$ cat src/rtl/anaio_mux_pkg.sv
// Shared state encoding, default parameters and counter width for the ANAIO pad mux sequencer.
package anaio_mux_pkg;

    typedef enum logic [1:0] {
        ST_IDLE   = 2'd0,
        ST_BREAK  = 2'd1,
        ST_SETTLE = 2'd2
    } state_e;

    localparam int NUM_SRC_DEF    = 8;
    localparam int DEAD_CYC_DEF   = 4;
    localparam int SETTLE_CYC_DEF = 16;
    localparam int CNT_W          = 8;

endpackage

$ cat src/rtl/anaio_mux_cnt.sv
// Loadable down-counter with zero flag, shared by the dead-time and settle phases.
module anaio_mux_cnt
    import anaio_mux_pkg::*;
(
    input  logic             clk,
    input  logic             rst_n,
    input  logic             load_i,
    input  logic [CNT_W-1:0] val_i,
    input  logic             dec_i,
    output logic             zero_o
);

    logic [CNT_W-1:0] cnt_q;
    logic [CNT_W-1:0] cnt_d;

    // Load wins over decrement; the count parks at zero rather than wrapping.
    always_comb begin
        cnt_d = cnt_q;
        if (load_i) begin
            cnt_d = val_i;
        end else if (dec_i && (cnt_q != '0)) begin
            cnt_d = cnt_q - 1'b1;
        end
    end

    always_ff @(posedge clk or negedge rst_n) begin
        if (!rst_n) begin
            cnt_q <= '0;
        end else begin
            cnt_q <= cnt_d;
        end
    end

    assign zero_o = (cnt_q == '0);

endmodule

$ cat src/rtl/anaio_mux_seq.sv
// Break-before-make sequencer routing one of NUM_SRC analog sources to the ANAIO pad.
// Optional `ANAIO_MUX_ABORT_EN adds an abort input that gates the switches off immediately.
module anaio_mux_seq
    import anaio_mux_pkg::*;
#(
    parameter int NUM_SRC    = NUM_SRC_DEF,
    parameter int DEAD_CYC   = DEAD_CYC_DEF,
    parameter int SETTLE_CYC = SETTLE_CYC_DEF
) (
    input  logic                       clk,
    input  logic                       rst_n,
`ifdef ANAIO_MUX_ABORT_EN
    input  logic                       abort,
`endif
    input  logic                       req_valid,
    output logic                       req_ready,
    input  logic [$clog2(NUM_SRC)-1:0] req_sel,
    input  logic                       req_off,
    output logic [NUM_SRC-1:0]         sw_en,
    output logic [$clog2(NUM_SRC)-1:0] cur_sel,
    output logic                       connected,
    output logic                       done,
    output logic                       err
);

    localparam int               SEL_W       = $clog2(NUM_SRC);
    localparam logic [SEL_W:0]   SRC_LIMIT   = (SEL_W+1)'(NUM_SRC);
    localparam logic [CNT_W-1:0] DEAD_LOAD   = CNT_W'(DEAD_CYC - 1);
    localparam logic [CNT_W-1:0] SETTLE_LOAD = CNT_W'(SETTLE_CYC - 1);

    state_e             state_q, state_d;
    logic [SEL_W-1:0]   tgt_q, tgt_d;
    logic               off_q, off_d;
    logic [NUM_SRC-1:0] sw_en_q, sw_en_d;
    logic [SEL_W-1:0]   cur_sel_q, cur_sel_d;
    logic               connected_q, connected_d;
    logic               done_q, done_d;
    logic               err_q, err_d;

    logic               cnt_load;
    logic [CNT_W-1:0]   cnt_val;
    logic               cnt_dec;
    logic               cnt_zero;
    logic               accept;
    logic               abort_w;

`ifdef ANAIO_MUX_ABORT_EN
    assign abort_w = abort;
`else
    assign abort_w = 1'b0;
`endif

    // Ready is masked by reset so nothing is accepted while the block is held in reset.
    assign req_ready = rst_n && (state_q == ST_IDLE) && !abort_w;
    assign accept    = req_valid && req_ready;

    anaio_mux_cnt u_cnt (
        .clk    (clk),
        .rst_n  (rst_n),
        .load_i (cnt_load),
        .val_i  (cnt_val),
        .dec_i  (cnt_dec),
        .zero_o (cnt_zero)
    );

    always_comb begin
        state_d     = state_q;
        tgt_d       = tgt_q;
        off_d       = off_q;
        sw_en_d     = sw_en_q;
        cur_sel_d   = cur_sel_q;
        connected_d = connected_q;
        done_d      = 1'b0;
        err_d       = 1'b0;
        cnt_load    = 1'b0;
        cnt_val     = DEAD_LOAD;
        cnt_dec     = 1'b0;

        case (state_q)
            ST_IDLE: begin
                if (accept) begin
                    if (req_off) begin
                        state_d     = ST_BREAK;
                        off_d       = 1'b1;
                        sw_en_d     = '0;
                        connected_d = 1'b0;
                        cnt_load    = 1'b1;
                    end else if ({1'b0, req_sel} >= SRC_LIMIT) begin
                        err_d = 1'b1;
                    end else if (connected_q && (req_sel == cur_sel_q)) begin
                        // Already routed and settled: acknowledge without touching the switch.
                        done_d = 1'b1;
                    end else begin
                        state_d     = ST_BREAK;
                        off_d       = 1'b0;
                        tgt_d       = req_sel;
                        sw_en_d     = '0;
                        connected_d = 1'b0;
                        cnt_load    = 1'b1;
                    end
                end
            end
            ST_BREAK: begin
                if (cnt_zero) begin
                    if (off_q) begin
                        state_d = ST_IDLE;
                        done_d  = 1'b1;
                    end else begin
                        state_d  = ST_SETTLE;
                        sw_en_d  = {{(NUM_SRC-1){1'b0}}, 1'b1} << tgt_q;
                        cnt_load = 1'b1;
                        cnt_val  = SETTLE_LOAD;
                    end
                end else begin
                    cnt_dec = 1'b1;
                end
            end
            ST_SETTLE: begin
                if (cnt_zero) begin
                    state_d     = ST_IDLE;
                    done_d      = 1'b1;
                    connected_d = 1'b1;
                    cur_sel_d   = tgt_q;
                end else begin
                    cnt_dec = 1'b1;
                end
            end
            default: begin
                state_d = ST_IDLE;
            end
        endcase

        // Abort overrides everything; err flags only an interrupted request.
        if (abort_w) begin
            state_d     = ST_IDLE;
            sw_en_d     = '0;
            connected_d = 1'b0;
            done_d      = 1'b0;
            err_d       = (state_q != ST_IDLE);
            cnt_load    = 1'b0;
            cnt_dec     = 1'b0;
        end
    end

    always_ff @(posedge clk or negedge rst_n) begin
        if (!rst_n) begin
            state_q     <= ST_IDLE;
            tgt_q       <= '0;
            off_q       <= 1'b0;
            sw_en_q     <= '0;
            cur_sel_q   <= '0;
            connected_q <= 1'b0;
            done_q      <= 1'b0;
            err_q       <= 1'b0;
        end else begin
            state_q     <= state_d;
            tgt_q       <= tgt_d;
            off_q       <= off_d;
            sw_en_q     <= sw_en_d;
            cur_sel_q   <= cur_sel_d;
            connected_q <= connected_d;
            done_q      <= done_d;
            err_q       <= err_d;
        end
    end

    assign sw_en     = sw_en_q & ~{NUM_SRC{abort_w}};
    assign connected = connected_q && !abort_w;
    assign cur_sel   = cur_sel_q;
    assign done      = done_q;
    assign err       = err_q;

endmodule

$ cat config.mk
export PLATFORM = sky130hd
export DESIGN_NAME = anaio_mux_seq
export DESIGN_NICKNAME = d
export VERILOG_FILES = /design/src/rtl/anaio_mux_pkg.sv /design/src/rtl/anaio_mux_cnt.sv /design/src/rtl/anaio_mux_seq.sv
export SDC_FILE = /design/constraint.sdc
export NUM_CORES = 1
export LEC_CHECK = 0
export CAP_MARGIN = 5
export CORE_MARGIN = 4
export CORE_UTILIZATION = 53
export DETAILED_ROUTE_END_ITERATION = 8
export GPL_TIMING_DRIVEN = 0
export PLACE_DENSITY_LB_ADDON = 0.05
export SYNTH_ARGS = -nofsm -noshare
export SYNTH_HDL_FRONTEND = slang
export SYNTH_SLANG_ARGS = --single-unit
$ cat constraint.sdc
create_clock -name clk -period 3.14 [get_ports clk]
set_clock_uncertainty 0.05 [all_clocks]
set_input_delay 0.628 -clock clk [delete_from_list [all_inputs] [get_ports clk]]
set_output_delay 0.628 -clock clk [all_outputs]
set_load 0.05 [all_outputs]
==> flow_summary.ini, run 1 <==
[status]
outcome = finished clean

[clock_network]
clkSinkCount = 27
root_buffer = clkbuf_4
htree_levels = 1
numCtsBuffers = 3
post_cts_buffers = 0
tritoncts = done
clk_pin_slew_worst_paths_ps = 140
clock_latency_ps = 320
clk_path_buf_depth = 2

[route]
drt_wl_total_um = 2778
wire_per_inst_um = 14.62
post-route-drc-count = 0
wl_met3_um = 87
dr_wl_met2_um = 1371
vias = 1097
met1_length_um = 1286
viasPerCell = 5.774
drtIter0Drc = 60
ant_nets = 0
highest_layer = met4
first_pass_iters = 4

[synth]
syn_area_sq_um = 1493
syn_nets = 149
ys_seq_area_share_pct = 45.26
ys_seq_elements = 27
synth_top_area_share_pct = 45.26
synth_cells = 136
ys_warn_count = 0
yosysUniqueCellTypes = 37
synth_top_cell_by_area = dfrtp_1
avgSynthCellArea_sq_um = 10.98
synth.area.top_cells = dfrtp_1 (45%), mux2_2 (11%), ha_1 (5.0%), nor2_1 (4.3%), xnor2_1 (2.9%)

[worst_setup_path]
end_kind = primary output
crit_slowest_cell = dfrtp_1
startpoint = state_q[1]
cpPeakStageDelay_ps = 460
worstSetupStartpointType = register
worst-path-buf-inv = 3
crit_chain = inv_1, ha_1, clkbuf_1, and2_1, dlymetal6s2s_1
cp_top_family = buffers and inverters
r2r_start = state_q[1]
r2r_slack_ps = 470
path_class = reg -> out
arrival_ps = 2030
cp.required_ps = 2460
crit_fanout = 10

[global_routing]
grt_pass1_vias = 1162
grt_pass1_wl_um = 4961
grt_max_degree = 31
grt_antenna_before_repair = 0
grt.total_usage_pct = 17.65
overflow = 0

[placement]
hpwl_um = 2090
numPlacedInstances = 186
gp_routability_congestion = 0.7598
io_buffers = 20

[timing]
tns_ps = 0
tightest_slew_ps = 822.4
fin_crit_sh_pct = 86.23
rsz0062_at_grt = false
relSlewSlack_pct = 44.72
setup_violations = 0
period_minus_slack_ps = 2708
hold_viol_final = 0
slew_viol_final = 0
fmax_mhz = 369.3

[pwr]
p_total_mw = 1.739
leakage_nw = 0.7917
powerDensity_nw_per_um2 = 987.3
ir_drop_mv = 0.6642

[run]
drv_cap = 0

[worst_hold_path]
min_path_type = in -> async

[finish]
drive_above_1_share_pct = 18.13
final_common_cell = dfrtp_1
area_growth_pct = 18.02
mostFrequentLayoutCells = dfrtp_1 (27), clkdlybuf4s50_1 (18), nor2_1 (17), mux2_2 (15)
finalNonFillerCells = 190
final_util_pct = 68.02
diodes = 0
nets = 174

[floorplanning]
ios = 22
core_area_sq_um = 2590
start_util_pct = 57.63
num_rows = 18
die_area_sq_um = 3730
fp.dieW_um = 61.07
die_h_um = 61.07
-- state kept, by name, summed over array words and instances (netlist names) --
| name | count |
|---|---|
| sw_en | 8 |
| connected | 1 |
| tgt_q | 3 |
| state_q | 2 |
| off_q | 1 |
| cur_sel | 3 |
| done | 1 |
| u_cnt.cnt_q | 8 |
-- metrics by stage --
stage	cell area, sq um	hold WS (ps)	setup WS (ps)
3_5_place_dp	1730	447.6	-742.7
2_1_floorplan	1493	282.4	886.4
5_1_grt	1762	409.9	251.6
4_1_cts	1759	395.8	25.50
6_report	1762	375.4	432.2
3_3_place_gp	1730	439.7	-695.5
-- logic make-up after synthesis --
family | synth area share (%)
multiplexers | 11.32
flip-flops | 45.26
adder cells (fa/ha/maj) | 5.029
other | 0.2512
AND/OR/NAND/NOR | 19.53
AO/OA/AOI/OAI | 11.65
XOR/XNOR | 4.694
buffers and inverters | 2.263
-- path summary, 6_finish.rpt --
path | cells after the start | to
min | 1 | done
max in group asynchronous | 1 | u_cnt.cnt_q[4]
max reg2reg | 7 | sw_en[7]
max | 5 | req_ready
min in group clk | 1 | sw_en[5]
min reg2reg | 1 | sw_en[5]
-- worst reg2reg max path: cells and delay by family, from the launching register on --
kind,cells,cell delay (ps)
simple gates,2,640
buf+inv,2,480
flops,1,460
compound gates,1,400
mux,1,400
fa+ha+maj,1,160
-- power by group --
part / internal, mW / total (mW) / switching [mW] / leakage [nW]
clock: 0.0478 / 0.148 / 0.100 / 0.0177
combinational: 0.411 / 0.981 / 0.570 / 0.419
sequential: 0.480 / 0.610 / 0.130 / 0.355
-- synth_stat cells (all sizes together) --
master and number:
a2111oi 2, a211o 1, a211oi 1, a21oi 2, a221oi 2, a2bb2oi 2, a31o 1, and2 3
and3 2, buf 1, clkbuf 1, conb 1, dfrtp 27, ha 6, inv 6, mux2 15
nand2 6, nand2b 6, nand3 2, nand4 1, nor2 17, nor2b 1, nor3 4, nor4 2
nor4b 2, o211ai 4, o21a 2, o21ai 3, o2bb2ai 1, or2 2, or3 1, or3b 1
xnor2 5, xor2 3
-- area by class of cell --
cell class | count | area, sq um
plain buffers | 2 | 11.26
clock buffers | 3 | 22.52
clock inverters | 1 | 5.005
fillers | 199 | 828.3
inverters | 6 | 22.52
multi-input cells | 101 | 783.3
flip-flops and latches | 27 | 675.6
well taps | 30 | 37.54
repair buffers | 20 | 203.9
-- metal layers --
layer | track usage (%) | vias up
li1 | - | 536
met1 | 22.37 | 537
met2 | 29.31 | 20
met3 | 2.935 | 4
met4 | 8.359 | 0
met5 | 0 | -
-- repair_timing --
item                                   CTS  global route
endpoints found under the hold margin    0             0
cloned                                   0             0
gates resized for setup                  3             1
hold buffers                             0             0
setup endpoints to repair               13             1
Note: power is estimated with default switching activity, not from simulation.
==> inputs of run 2 (changes only) <==
Settings changed: CORE_ASPECT_RATIO from default to 0.5.
==> run 2 against run 1 <==
Power is 2.9% higher. Highest routed layer unchanged. Non-clock buffer count stayed put. Sequential share of layout area is 0.59 points lower. Register-to-register slack better by 50 ps. Fmax is 10% lower. Worst setup slack worse by 310 ps. Global-route usage is 1.6 points lower.
==> flow_summary.ini, run 2 (synthesis results as in run 1) <==
[timing]
tns_ps = 0
fin_ws_ps = 124.1
slew_viol_final = 0
relSlewSlack_pct = 43.25
rsz0062_at_grt = false
tightest_slew_ps = 844.2
fin_crit_sh_pct = 96.05
hold_viol_final = 0
setup_violations = 0
fmax_mhz = 331.6
hold_slack_ps = 437.5
period_minus_slack_ps = 3016

[worst_hold_path]
min_path_type = in -> async

[clock_network]
root_buffer = clkbuf_8
post_cts_buffers = 0
htree_levels = 1
clk_pin_slew_worst_paths_ps = 100
clock_latency_ps = 280
post_cts_resized = 3
numCtsBuffers = 3
cts_hold_buf = 0
tritoncts = done
clkSinkCount = 27
clk_path_buf_depth = 2

[route]
vias = 1083
first_pass_iters = 4
drt_wl_total_um = 2733
ant_nets = 0
post-route-drc-count = 0
wire_per_inst_um = 13.87
viasPerCell = 5.497
drtIter0Drc = 74

[worst_setup_path]
worstSetupStartpointType = register
cp.required_ps = 2460
arrival_ps = 2340
r2r_cells = 7
r2r-end = sw_en[7]
r2r_slack_ps = 520
path_class = reg -> out
end_kind = primary output
crit_slowest_cell = clkdlybuf4s50_1
crit_chain = inv_1, ha_1, clkbuf_1, and2_1, clkdlybuf4s50_1
crit_fanout = 10
cpPeakStageDelay_ps = 800
r2r_start = state_q[1]

[global_routing]
grt_max_degree = 31
grt_antenna_before_repair = 0
grt_pass1_vias = 1011
grt_pass1_wl_um = 4788
overflow = 0
grt.total_usage_pct = 16.04

[placement]
numPlacedInstances = 193
placed_area_sq_um = 1739
gp_routability_congestion = 0.7773
io_buffers = 20
hpwl_um = 2016
dpl_worst_slack_ps = -713.0

[pwr]
p_total_mw = 1.789
leakage_nw = 0.7815
powerDensity_nw_per_um2 = 1000
ir_drop_mv = 0.5140

[run]
drv_cap = 0

[finish]
fin_area_sq_um = 1789
nets = 174
area_growth_pct = 19.87
diodes = 0
drive_above_1_share_pct = 18.13
final_util_pct = 67.90
mostFrequentLayoutCells = dfrtp_1 (27), clkdlybuf4s50_1 (19), nor2_1 (17), mux2_2 (15)
finalNonFillerCells = 197
final_common_cell = dfrtp_1

[floorplanning]
core_area_sq_um = 2635
die_area_sq_um = 3781
die_h_um = 45.53
start_util_pct = 56.65
ios = 22
fp.dieW_um = 83.05
num_rows = 13

[status]
outcome = finished clean
-- run 2: cell types whose count changed in the layout (fill, tap and decap cells not counted) --
cell             previous run  this run
clkbuf_4                    3         0
clkbuf_8                    0         3
clkdlybuf4s50_1            18        19
clkinv_2                    1         0
clkinvlp_4                  0         1
dlymetal6s2s_1              1         0
-- run 2: metal layers --
layer | vias to the layer above | routed length, um | GRT usage, %
met5 | - | 0 | 0
met4 | 0 | 33 | 4.235
met3 | 6 | 100 | 4.874
met2 | 15 | 1257 | 26.91
met1 | 529 | 1341 | 20.79
li1 | 533 | - | -
-- run 2: layout make-up --
class / count / area, sq um
buffer: 2 / 11.26
clock buffer: 3 / 41.29
clock inverter: 1 / 7.507
fill: 219 / 845.8
inverter: 6 / 22.52
multi-input combinational: 101 / 783.3
sequential: 27 / 675.6
tap: 37 / 46.29
timing repair buffer: 20 / 201.4
-- run 2: worst max path at each step --
stage / end / start / cells after the start / slack (ps)
detailed placement: sw_en[7] / rst_n / 5 / -710
CTS: req_ready / rst_n / 3 / 100
global route: req_ready / state_q[1] / 5 / 2
floorplan: sw_en[0] / state_q[1] / 7 / 890
global placement: sw_en[3] / rst_n / 5 / -720
finish: req_ready / state_q[1] / 5 / 120
-- run 2: critical path, delay by kind of cell, from the launching register on --
family / cells / cell delay [ps]
flip-flops: 1 / 440
AND/OR/NAND/NOR: 1 / 190
buffers and inverters: 3 / 1280
adder cells (fa/ha/maj): 1 / 150
-- run 2: power by group --
part           internal (mW)  switching, mW
combinational          0.411          0.567
sequential             0.481          0.126
clock                 0.0902          0.114
total                  0.983          0.807
